File: src/rtl/layer_scheduler.sv
// ---------------------------------------------------------------------------
// layer_scheduler
//   Game-flow controller for the block field. It seeds the field at game
//   start, generates the next layer (map/type/bonus) from a Galois LFSR,
//   turns debounced button presses into one-cycle jump pulses paced
//   against the shift animation, and keeps a saturating jump score.
//
// Ports
//   clk          system clock
//   rst          synchronous reset, active low
//   module_en    game enable; low returns the controller to IDLE
//   one_ms_tick  1-cycle pulse every millisecond (animation pacing)
//   btn_left     1-cycle debounced press
//   btn_right    1-cycle debounced press
//   jump_fail    registered fail flag from the block field
//   bonus        registered bonus flag from the block field
//   jump_left    1-cycle jump pulse
//   jump_right   1-cycle jump pulse
//   load_layer   1-cycle layer-load pulse
//   layer_map    [0:6] next layer solid-block map
//   block_type   [0:6] next layer type (1 = stable, 0 = breaking)
//   bonus_map    [0:6] next layer bonus map
//   busy         high while filling, jumping or animating
//   game_over    high once a jump has failed
//   score        16-bit saturating score
//
// The layer buses are [0:6]; a 7-bit LFSR slice is assigned MSB-first, so
// lfsr[15] lands on layer_map[0]. The forced solid column g is the bus
// index g (layer_map[g] is always 1).
// ---------------------------------------------------------------------------
module layer_scheduler #(
  parameter int          NUM_LAYERS = 5,
  parameter int          FILL_GAP   = 4,
  parameter int          SHIFT_MS   = 200,
  parameter int          BONUS_PTS  = 5,
  parameter logic [15:0] LFSR_SEED  = 16'hACE1
) (
  input  logic        clk,
  input  logic        rst,
  input  logic        module_en,
  input  logic        one_ms_tick,
  input  logic        btn_left,
  input  logic        btn_right,
  input  logic        jump_fail,
  input  logic        bonus,
  output logic        jump_left,
  output logic        jump_right,
  output logic        load_layer,
  output logic [0:6]  layer_map,
  output logic [0:6]  block_type,
  output logic [0:6]  bonus_map,
  output logic        busy,
  output logic        game_over,
  output logic [15:0] score
);

  localparam logic [2:0] S_IDLE  = 3'd0;
  localparam logic [2:0] S_FILL  = 3'd1;
  localparam logic [2:0] S_READY = 3'd2;
  localparam logic [2:0] S_JUMP  = 3'd3;
  localparam logic [2:0] S_ANIM  = 3'd4;
  localparam logic [2:0] S_OVER  = 3'd5;

  localparam int GAP_W   = $clog2(FILL_GAP);
  localparam int LAYER_W = $clog2(NUM_LAYERS + 1);
  localparam int MS_W    = $clog2(SHIFT_MS + 1);

  logic [2:0]         state_reg;
  logic [GAP_W-1:0]   gap_cnt_reg;
  logic [LAYER_W-1:0] layer_cnt_reg;
  logic [MS_W-1:0]    ms_cnt_reg;
  logic [15:0]        lfsr_reg;
  logic [15:0]        score_reg;
  logic               pend_valid_reg;
  logic               pend_right_reg;
  logic               dir_right_reg;

  logic        idle;
  logic        press;
  logic        advance;
  logic [15:0] lfsr_next;
  logic [16:0] score_sum;
  logic [15:0] score_sat;
  logic [2:0]  g;
  logic [0:6]  oh;
  logic [0:6]  raw_map;
  logic [0:6]  raw_keep;
  logic [0:6]  lm;
  logic [0:6]  bt;
  logic [0:6]  bm;

  // Simultaneous left+right is treated as no press at all.
  assign press = btn_left ^ btn_right;
  assign idle  = (state_reg == S_IDLE);

  assign load_layer = (state_reg == S_FILL) && (gap_cnt_reg == '0);
  assign jump_left  = (state_reg == S_JUMP) && !dir_right_reg;
  assign jump_right = (state_reg == S_JUMP) &&  dir_right_reg;
  assign busy       = (state_reg == S_FILL) || (state_reg == S_JUMP) ||
                      (state_reg == S_ANIM);
  assign game_over  = (state_reg == S_OVER);
  assign score      = score_reg;

  // The LFSR steps in the same cycle as the pulse, so the bus value shown
  // during the pulse is the one the block field latches.
  assign advance   = load_layer || (state_reg == S_JUMP);
  assign lfsr_next = {1'b0, lfsr_reg[15:1]} ^ (lfsr_reg[0] ? 16'hB400 : 16'h0000);

  // Column g is always solid and stable so every layer has a landing spot.
  assign g        = (lfsr_reg[2:0] == 3'd7) ? 3'd3 : lfsr_reg[2:0];
  assign oh       = 7'b1000000 >> g;
  assign raw_map  = lfsr_reg[15:9];
  assign raw_keep = lfsr_reg[8:2];
  assign lm       = raw_map | oh;
  assign bt       = (lm & ~raw_keep) | oh;
  assign bm       = lm & bt & {7{lfsr_reg[0] & lfsr_reg[1]}} & ~oh;

  assign layer_map  = idle ? 7'b0 : lm;
  assign block_type = idle ? 7'b0 : bt;
  assign bonus_map  = idle ? 7'b0 : bm;

  assign score_sum = {1'b0, score_reg} + 17'd1 + (bonus ? 17'(BONUS_PTS) : 17'd0);
  assign score_sat = score_sum[16] ? 16'hFFFF : score_sum[15:0];

  always_ff @(posedge clk) begin
    if (!rst || !module_en) begin
      state_reg      <= S_IDLE;
      gap_cnt_reg    <= '0;
      layer_cnt_reg  <= '0;
      ms_cnt_reg     <= '0;
      lfsr_reg       <= LFSR_SEED;
      score_reg      <= '0;
      pend_valid_reg <= 1'b0;
      pend_right_reg <= 1'b0;
      dir_right_reg  <= 1'b0;
    end else begin
      if (advance) begin
        lfsr_reg <= lfsr_next;
      end
      case (state_reg)
        S_IDLE: begin
          state_reg     <= S_FILL;
          gap_cnt_reg   <= '0;
          layer_cnt_reg <= '0;
        end
        S_FILL: begin
          // The trailing gap after the last load is part of FILL.
          if (gap_cnt_reg == GAP_W'(FILL_GAP - 1)) begin
            gap_cnt_reg <= '0;
            if (layer_cnt_reg == LAYER_W'(NUM_LAYERS - 1)) begin
              state_reg <= S_READY;
            end else begin
              layer_cnt_reg <= layer_cnt_reg + 1'b1;
            end
          end else begin
            gap_cnt_reg <= gap_cnt_reg + 1'b1;
          end
        end
        S_READY: begin
          // A buffered press wins; a same-cycle press is dropped.
          if (pend_valid_reg) begin
            dir_right_reg <= pend_right_reg;
            state_reg     <= S_JUMP;
          end else if (press) begin
            dir_right_reg <= btn_right;
            state_reg     <= S_JUMP;
          end
        end
        S_JUMP: begin
          // Clearing the buffer and capturing a press in this cycle combine
          // into a plain load of the current press.
          pend_valid_reg <= press;
          pend_right_reg <= btn_right;
          ms_cnt_reg     <= '0;
          state_reg      <= S_ANIM;
        end
        S_ANIM: begin
          if (press) begin
            pend_valid_reg <= 1'b1;
            pend_right_reg <= btn_right;
          end
          if (one_ms_tick) begin
            if (ms_cnt_reg == MS_W'(SHIFT_MS - 1)) begin
              if (jump_fail) begin
                state_reg      <= S_OVER;
                pend_valid_reg <= 1'b0;
              end else begin
                score_reg <= score_sat;
                state_reg <= S_READY;
              end
            end else begin
              ms_cnt_reg <= ms_cnt_reg + 1'b1;
            end
          end
        end
        S_OVER: begin
          state_reg <= S_OVER;
        end
        default: begin
          state_reg <= S_IDLE;
        end
      endcase
    end
  end

endmodule
File: config.mk
export PLATFORM = sky130hd
export DESIGN_NAME = layer_scheduler
export DESIGN_NICKNAME = d
export VERILOG_FILES = /design/src/rtl/layer_scheduler.sv
export SDC_FILE = /design/constraint.sdc
export NUM_CORES = 1
export LEC_CHECK = 0
export ABC_AREA = 1
export CORE_ASPECT_RATIO = 0.5
export CORE_MARGIN = 2
export CORE_UTILIZATION = 30
export DETAILED_ROUTE_END_ITERATION = 10
export REMOVE_ABC_BUFFERS = 1
export SLEW_MARGIN = 40
export SYNTH_ARGS = -nofsm -noshare
export SYNTH_HDL_FRONTEND = slang
export SYNTH_SLANG_ARGS = --single-unit
File: constraint.sdc
create_clock -name clk -period 4.55 [get_ports clk]
set_input_delay 0.91 -clock clk [delete_from_list [all_inputs] [get_ports clk]]
set_output_delay 0.91 -clock clk [all_outputs]
set_load 0.01 [all_outputs]
==> flow_summary_export.csv, run 1 <==
group,metric,value,unit
clock_network,htreeDepth,2,
global_route,antenna_found_initial,0,
detailed_routing,drcViolationCount,0,
die,core,0.0101,mm2
clock_network,clockRootBuffer,"clkbuf_16",
finish,final_cell_mix,"nand2_1 (103), inv_1 (55), nor2_1 (53)",
sta,fin_crit_sh,0.665,
sta,period_minus_slack,3.02,ns
global_route,grt_pass1_vias,2710,
global_route,grt_first_pass_wirelength,12600,um
detailed_routing,drt-initial-drc-count,132,
finish,drive_gt1_frac,0.0744,
detailed_routing,drtAntennaViolNets,0,
sta,fmax,0.331,GHz
detailed_routing,vias,2977,
yosys,avgSynthCellArea,6.60,um2
job,maxCapViolations,0,
yosys,synth.area.top_cells,"dfxtp_1 (33%), nand2_1 (13%), a21oi_1 (7.5%), nand3_1 (7.1%), inv_1 (6.7%)",
place,place.gp.congestion,0.811,
power_and_ir_drop,cellLeakagePower,0.00147,uW
die,io_pins,50,
worst_setup_path,critical_path_class,"reg2out",
power_and_ir_drop,ir_drop,188,uV
finish,syn2layout_area_growth,23.8,%
clock_network,cts_sinks,51,
yosys,yosys.area.top_type_share,0.331,
detailed_routing,wl,7420,um
worst_hold_path,hold_class,"reg2reg",
sta,rsz0062_at_grt,"no",
clock_network,cts_hold_buf,0,
power_and_ir_drop,powerDensity,268,mW/mm2
finish,finalNetCount,526,
worst_setup_path,crit_path_end_kind,"output port",
yosys,yosysTopAreaCell,"dfxtp_1",
clock_network,clk_pin_slew,0.07,ns
die,die-width,147,um
sta,setup_viol,0,
clock_network,cts_setup_buffers,0,
detailed_routing,drtPass1Iterations,4,
place,io_buffers,48,
sta,slew_violations,0,
sta,slew_headroom,0.581,
yosys,ys_seq_elements,51,
clock_network,post_cts_resized,0,
global_route,gr-usage-all-layers,0.137,
die,start_util,0.305,
yosys,ys_types,38,
sta,fin_tns_setup,0,ns
sta,clock_skew,0.00924,ns
worst_setup_path,worstPathMaxFanout,9,
die,die_h,75.7,um
global_route,overflow,0,
yosys,synthFlopType,"dfxtp_1",
place,place_hpwl,5330,um
sta,worst_pin_slew,0.628,ns
worst_setup_path,critPathRequiredTime,3.64,ns
clock_network,cts_tree,"built",
finish,insertedDiodeCount,0,
die,dieArea,0.0112,mm2
clock_network,cts-buffers-inserted,5,
yosys,synth-async-reset-ratio,0,
yosys,synth-edff-count,0,
yosys,yosys_warnings,0,
worst_setup_path,arrival,2.11,ns
global_route,grt_max_degree,32,
sta,hold_ws,0.476,ns
yosys,netlist_area,0.00308,mm2
status,status,"finished, final reports clean",
clock_network,worstSkewPairLatency,0.29,ns
worst_setup_path,startpoint_type,"flip-flop",
finish,final_common_cell,"nand2_1",
detailed_routing,wire_per_inst,11.4,um
yosys,synth_cells,467,
yosys,ys_seq_area_frac,0.331,
detailed_routing,vias_per_cell,4.57,
sta,hold_violations,0,
die,rows,26,
clock_network,cts.path.max_buffers,2,
[synthesized netlist by cell type (2+ instances only)]
| cell type | instances |
|---|---|
| a21boi_2 | 2 |
| a21oi_1 | 46 |
| a21oi_2 | 2 |
| and2_1 | 3 |
| buf_2 | 5 |
| buf_6 | 3 |
| clkbuf_1 | 3 |
| dfxtp_1 | 51 |
| ha_1 | 8 |
| inv_1 | 55 |
| inv_2 | 5 |
| nand2_1 | 103 |
| nand2_2 | 4 |
| nand3_1 | 44 |
| nand3_2 | 3 |
| nand4_1 | 6 |
| nor2_1 | 53 |
| nor2_2 | 4 |
| nor2_4 | 4 |
| nor3_1 | 7 |
| nor3_2 | 2 |
| o21ai_0 | 21 |
| o21ai_1 | 10 |
| xnor2_1 | 6 |
| xor2_1 | 4 |
[critical path, cell delays in order, from the launching register on]
cell and delay, ns:
dfxtp_1 0.42, nor2_1 0.10, nand2_2 0.17, inv_2 0.10
a21oi_1 0.17, a21boi_2 0.19, and2_1 0.13, clkdlybuf4s50_1 0.53
[where the power goes]
part	switching, uW	internal (uW)	leakage [uW]
sequential	10.3	456	0.000412
clock	174	221	0.0000741
combinational	93.9	67.9	0.000981
total	278	745	0.00147
[through the flow]
step / total power, uW / setup WS, ns / utilization / cells / area (um2)
3_3_place_gp: 640 / 1.65 / 0.362 / 643 / 3660
2_1_floorplan: 569 / 2.28 / - / 454 / 3000
3_5_place_dp: 639 / 1.61 / 0.362 / 643 / 3660
5_1_grt: 1070 / 1.34 / 0.377 / 651 / 3820
6_report: 1020 / 1.53 / 0.377 / 651 / 3820
4_1_cts: 1040 / 1.47 / 0.377 / 651 / 3820
[per-layer routing]
metal / track usage / share of wire
met1: 0.182 / 0.52
met2: 0.236 / 0.43
met3: 0.0329 / 0.038
met4: 0.0246 / 0.0070
met5: 0 / 0
[cell families (layout without fill, tap and decap cells)]
kind of cell               count (synthesis)  after routing  synth area share
xor gates and xnor gates                  10             10            0.0284
DFF                                       51             51             0.331
buffers and inverters                     74            118             0.101
adders and majority gates                  8              8            0.0325
other                                      1              1           0.00122
and+or+nand+nor                          238            238             0.357
AOI/OAI and AO/OA                         85             85             0.149
[worst paths after layout]
| kind | from | end | slack, ns | depth (start not counted) |
|---|---|---|---|---|
| worst max-delay path | state_reg[2]$_SDFFE_PP0P_ | bonus_map[2] | 1.53 | 7 |
| worst max register to register | state_reg[2]$_SDFFE_PP0P_ | lfsr_reg[8]$_SDFFE_PP0P_ | 2.53 | 7 |
| worst min register to register | ms_cnt_reg[0]$_SDFFE_PP0P_ | ms_cnt_reg[0]$_SDFFE_PP0P_ | 0.48 | 1 |
| worst min-delay path | ms_cnt_reg[0]$_SDFFE_PP0P_ | ms_cnt_reg[0]$_SDFFE_PP0P_ | 0.48 | 1 |
[final cells by class]
type / instances / area [um2]
fillers: 1060 / 6300
multi-input cells: 342 / 1750
flip-flops and latches: 51 / 1020
repair buffers: 49 / 488
inverters: 61 / 230
well taps: 140 / 175
clock buffers: 7 / 143
clock inverters: 1 / 8.76
(Power assumes the default switching activity.)
==> inputs of run 2 (changes only) <==
==> constraint.sdc (replaced) <==
create_clock -name clk -period 2.65 [get_ports clk]
set_input_delay 0.53 -clock clk [delete_from_list [all_inputs] [get_ports clk]]
set_output_delay 0.53 -clock clk [all_outputs]
set_load 0.01 [all_outputs]
==> flow_summary_export.csv, run 2 (synthesis results as in run 1) <==
group,metric,value,unit
global_route,grt_first_pass_wirelength,12600,um
global_route,grt_max_degree,23,
detailed_routing,drcViolationCount,0,
power_and_ir_drop,swShare,0.265,
clock_network,htreeDepth,2,
sta,clock_skew,0.00511,ns
worst_setup_path,r2r_cells,12,
sta,setup_viol,0,
detailed_routing,wire_per_inst,11.5,um
detailed_routing,drtAntennaViolNets,0,
global_route,grt_pass1_vias,2696,
worst_setup_path,arrival,1.96,ns
die,die-width,147,um
power_and_ir_drop,clock_power_share,0.406,
finish,final_common_cell,"nand2_1",
clock_network,cts_setup_buffers,0,
die,dieArea,0.0112,mm2
worst_setup_path,critPathCapture,"bonus_map[2]",
sta,worst_pin_slew,0.622,ns
job,maxCapViolations,0,
sta,fin_crit_sh,0.940,
power_and_ir_drop,internal_power,1360,uW
status,status,"finished, final reports clean",
power_and_ir_drop,ir_drop,283,uV
sta,fmax,0.402,GHz
clock_network,worstSkewPairLatency,0.30,ns
place,io_buffers,48,
worst_setup_path,startpoint_type,"flip-flop",
power_and_ir_drop,pwr-share-comb,0.159,
detailed_routing,vias,3040,
clock_network,cts_tree,"built",
detailed_routing,drt-initial-drc-count,105,
worst_setup_path,crit_path_cell_trace,"inv_2, nand3_1, a21oi_2, a21boi_2, and2_1, clkdlybuf4s50_1",
power_and_ir_drop,cellLeakagePower,0.00153,uW
clock_network,cts-buffers-inserted,5,
worst_setup_path,critical_path_class,"reg2out",
sta,slew_headroom,0.585,
finish,syn2layout_area_growth,26.5,%
power_and_ir_drop,seqPwrFrac,0.435,
worst_hold_path,hold_start,"ms_cnt_reg[0]$_SDFFE_PP0P_",
clock_network,post_cts_resized,0,
die,io_pins,50,
worst_setup_path,crit_path_end_kind,"output port",
finish,drive_gt1_frac,0.101,
detailed_routing,drtPass1Iterations,4,
clock_network,clk_pin_slew,0.07,ns
finish,final_cell_mix,"nand2_1 (103), inv_1 (54), nor2_1 (52)",
worst_setup_path,crit_path_start,"lfsr_reg[2]$_SDFFE_PP0P_",
detailed_routing,wl,7580,um
sta,slew_violations,0,
worst_setup_path,reg2reg_from,"score[0]$_SDFFE_PP0P_",
sta,fin_tns_setup,0,ns
worst_setup_path,max_stage_delay,0.53,ns
worst_setup_path,critPathRequiredTime,2.12,ns
finish,insertedDiodeCount,0,
finish,finalNetCount,532,
worst_setup_path,worstPathMaxFanout,7,
sta,period_minus_slack,2.49,ns
die,start_util,0.305,
power_and_ir_drop,powerDensity,472,mW/mm2
place,preCtsSetupSlack,0.104,ns
sta,rsz0062_at_grt,"no",
clock_network,cts_hold_buf,0,
detailed_routing,vias_per_cell,4.63,
worst_hold_path,hold_class,"reg2reg",
clock_network,cts_sinks,51,
global_route,antenna_found_initial,0,
die,rows,26,
place,place.gp.congestion,0.827,
clock_network,clockRootBuffer,"clkbuf_16",
sta,hold_violations,0,
die,die_h,75.7,um
worst_setup_path,cp_slowest_cell,"clkdlybuf4s50_1",
clock_network,cts.path.max_buffers,2,
worst_setup_path,rrSetupSlack,0.81,ns
global_route,gr-usage-all-layers,0.140,
worst_setup_path,regToRegEndpoint,"score[15]$_SDFFE_PP0P_",
sta,setup_slack,0.160,ns
place,place_hpwl,5590,um
power_and_ir_drop,switchingPower,488,uW
global_route,overflow,0,
die,core,0.0101,mm2
[run 2: changes by cell type in the layout (fill, tap and decap cells not counted), sizes merged]
cell,change
dlymetal6s2s,+1
bufinv,+1
clkdlybuf4s50,-1
clkbuf,-2
buf,+6
clkinv,+1
[run 2: worst min-delay path by stage]
stage                                             to  slack (ns)  cells past startpoint
final                     ms_cnt_reg[0]$_SDFFE_PP0P_        0.46                      1
after global routing      ms_cnt_reg[0]$_SDFFE_PP0P_        0.49                      1
after CTS                 ms_cnt_reg[0]$_SDFFE_PP0P_        0.47                      1
after detailed placement  ms_cnt_reg[0]$_SDFFE_PP0P_        0.46                      1
after global placement    ms_cnt_reg[0]$_SDFFE_PP0P_        0.45                      1
after floorplan           ms_cnt_reg[0]$_SDFFE_PP0P_        0.43                      1
[run 2: layer usage]
| metal | GRT usage | vias to the layer above | wire length [um] | part of all wire |
|---|---|---|---|---|
| li1 | - | 1597 | - | - |
| met1 | 0.181 | 1396 | 3890 | 0.51 |
| met2 | 0.248 | 42 | 3420 | 0.45 |
| met3 | 0.0311 | 5 | 224 | 0.030 |
| met4 | 0.0267 | 0 | 42 | 0.0055 |
| met5 | 0 | - | 0 | 0 |
[run 2: stage by stage]
stage / area [um2] / util / hold slack [ns] / total power, uW / cells
2_1_floorplan: 3000 / - / 0.431 / 977 / 454
3_3_place_gp: 3710 / 0.367 / 0.448 / 1110 / 649
3_5_place_dp: 3710 / 0.367 / 0.457 / 1110 / 649
4_1_cts: 3880 / 0.383 / 0.466 / 1870 / 657
5_1_grt: 3900 / 0.386 / 0.490 / 1930 / 657
6_report: 3900 / 0.386 / 0.463 / 1840 / 657
[run 2: worst max-delay path: cells and delay by family (launching register included)]
family          cells  cell delay [ns]
buf+inv             2             0.67
flops               1             0.37
simple gates        2             0.29
compound gates      2             0.35
[run 2: power by group through the flow]
stage	combinational [uW]	sequential, uW	clock [uW]
after detailed placement	291	819	0
final	294	801	748
after global routing	327	803	802
after CTS	292	801	774
after global placement	291	819	0
after floorplan	163	814	0
[run 2: layout make-up]
| class | count | area, um2 |
|---|---|---|
| inverter | 61 | 230 |
| timing repair buffer | 55 | 536 |
| multi-input combinational | 342 | 1770 |
| clock inverter | 3 | 43.8 |
| clock buffer | 5 | 125 |
| sequential | 51 | 1030 |
| tap | 140 | 175 |
| fill | 1102 | 6220 |
==> inputs of run 3 (changes only) <==
--- a/config.mk
+++ b/config.mk
@@ -8,8 +8,9 @@
 export ABC_AREA = 1
 export CORE_ASPECT_RATIO = 0.5
 export CORE_MARGIN = 2
-export CORE_UTILIZATION = 30
+export CORE_UTILIZATION = 49
 export DETAILED_ROUTE_END_ITERATION = 10
+export PLACE_DENSITY = 0.77
 export REMOVE_ABC_BUFFERS = 1
 export SLEW_MARGIN = 40
 export SYNTH_ARGS = -nofsm -noshare
==> flow_summary_export.csv, run 3 (synthesis results as in run 1) <==
group,metric,value,unit
status,status,"finished, final reports clean",
sta,slew_headroom,0.592,
power_and_ir_drop,internal_power,1260,uW
worst_setup_path,crit_path_start,"lfsr_reg[0]$_SDFFE_PP1P_",
worst_setup_path,worstPathMaxFanout,9,
detailed_routing,drt-initial-drc-count,131,
detailed_routing,drtAntennaViolNets,0,
worst_setup_path,critPathCapture,"bonus_map[2]",
finish,insertedDiodeCount,0,
global_route,overflow,0,
worst_setup_path,critical_path_class,"reg2out",
die,io_pins,50,
worst_hold_path,hold_class,"reg2reg",
detailed_routing,routed-wl-met2,3360,um
power_and_ir_drop,seqPwrFrac,0.461,
worst_setup_path,startpoint_type,"flip-flop",
detailed_routing,vias_per_cell,4.97,
clock_network,clockRootBuffer,"clkbuf_16",
clock_network,worstSkewPairLatency,0.30,ns
worst_setup_path,critPathRequiredTime,2.12,ns
detailed_routing,vias,3008,
die,rows,20,
die,core,0.00608,mm2
power_and_ir_drop,powerDensity,458,mW/mm2
finish,finalNetCount,532,
sta,slew_violations,0,
place,place_hpwl,5240,um
sta,hold_violations,0,
worst_setup_path,r2r_cells,12,
global_route,grt_max_degree,31,
clock_network,cts_sinks,51,
detailed_routing,drtPass1Iterations,4,
global_route,antenna_found_initial,0,
worst_setup_path,arrival,2.00,ns
power_and_ir_drop,swShare,0.276,
sta,hold_ws,0.471,ns
die,die-width,116,um
detailed_routing,wl_met1,3320,um
sta,worst_pin_slew,0.612,ns
clock_network,cts-buffers-inserted,5,
finish,final_common_cell,"nand2_1",
sta,period_minus_slack,2.53,ns
sta,clock_skew,0.00552,ns
global_route,grt_first_pass_wirelength,12100,um
detailed_routing,wl_met3,444,um
place,dp_cells,596,
worst_setup_path,crit_path_end_kind,"output port",
sta,setup_viol,0,
die,die_h,60.1,um
sta,fmax,0.396,GHz
clock_network,cts_tree,"built",
detailed_routing,routed.top_layer,"met4",
die,dieArea,0.00698,mm2
power_and_ir_drop,clock_power_share,0.369,
detailed_routing,wl,7170,um
clock_network,cts.path.max_buffers,2,
clock_network,cts_hold_buf,0,
power_and_ir_drop,cellLeakagePower,0.00149,uW
clock_network,clk_pin_slew,0.07,ns
global_route,gr-usage-all-layers,0.219,
die,start_util,0.507,
detailed_routing,wire_per_inst,11.8,um
job,maxCapViolations,0,
worst_setup_path,regToRegEndpoint,"score[7]$_SDFFE_PP0P_",
worst_setup_path,rrSetupSlack,0.78,ns
finish,final_cell_mix,"nand2_1 (103), inv_1 (54), nor2_1 (52)",
power_and_ir_drop,pwr-share-comb,0.170,
finish,drive_gt1_frac,0.0986,
finish,syn2layout_area_growth,23.3,%
power_and_ir_drop,switchingPower,481,uW
finish,final_cells,605,
sta,fin_crit_sh,0.954,
sta,rsz0062_at_grt,"yes",
power_and_ir_drop,ir_drop,227,uV
place,place.gp.congestion,0.866,
detailed_routing,drcViolationCount,0,
global_route,grt_pass1_vias,2715,
finish,fillers,592,
clock_network,htreeDepth,2,
place,io_buffers,48,
worst_setup_path,reg2reg_from,"score[0]$_SDFFE_PP0P_",
[run 3: timing repair]
item	4_1_cts	5_1_grt
endpoints found under the setup margin	0	6
gates resized for setup	0	7
buffers inserted	0	1
[run 3: layer usage]
| layer | global-route usage | vias to the layer above |
|---|---|---|
| met5 | 0 | - |
| met4 | 0.0629 | 0 |
| met3 | 0.0568 | 4 |
| met2 | 0.393 | 71 |
| met1 | 0.263 | 1327 |
| li1 | - | 1606 |
[run 3: critical path, cell delays in order (launching register included)]
cell	delay, ns
dfxtp_4	0.38
inv_1	0.14
nand3_1	0.12
a21oi_1	0.19
a21boi_2	0.21
and2_1	0.13
clkdlybuf4s50_1	0.53
[run 3: worst min-delay path by stage]
stage | to | slack [ns] | cells after the start | startpoint
after floorplan | ms_cnt_reg[0]$_SDFFE_PP0P_ | 0.43 | 1 | ms_cnt_reg[0]$_SDFFE_PP0P_
after global placement | ms_cnt_reg[0]$_SDFFE_PP0P_ | 0.45 | 1 | ms_cnt_reg[0]$_SDFFE_PP0P_
after detailed placement | ms_cnt_reg[0]$_SDFFE_PP0P_ | 0.45 | 1 | ms_cnt_reg[0]$_SDFFE_PP0P_
after CTS | ms_cnt_reg[0]$_SDFFE_PP0P_ | 0.46 | 1 | ms_cnt_reg[0]$_SDFFE_PP0P_
after global routing | layer_cnt_reg[1]$_SDFFE_PP0P_ | 0.51 | 2 | layer_cnt_reg[1]$_SDFFE_PP0P_
final | ms_cnt_reg[0]$_SDFFE_PP0P_ | 0.47 | 1 | ms_cnt_reg[0]$_SDFFE_PP0P_
[run 3: layout make-up]
type,count,area [um2],share of cell area
Multi-Input combinational cell,342,1760,0.462
Sequential cell,51,1030,0.270
Timing Repair Buffer,55,533,0.140
Inverter,61,230,0.0605
Clock buffer,5,125,0.0329
Tap cell,88,110,0.0290
Clock inverter,3,20.0,0.00526
[run 3: through the flow]
step	total power, uW	setup WS, ns	instance area (um2)	utilization	TNS (ns)
after detailed placement	1110	0.111	3640	0.598	0
final	1740	0.123	3800	0.625	0
after floorplan	977	0.758	3000	-	0
after global routing	1820	-0.0186	3800	0.625	-0.0186
after CTS	1750	0.0128	3780	0.622	0
after global placement	1100	0.168	3640	0.598	0
[run 3: power by group through the flow]
stage / clock, uW / combinational (uW) / sequential, uW
2_1_floorplan: 0 / 163 / 814
6_report: 643 / 295 / 802
4_1_cts: 660 / 290 / 801
3_5_place_dp: 0 / 288 / 819
3_3_place_gp: 0 / 285 / 819
5_1_grt: 690 / 326 / 805
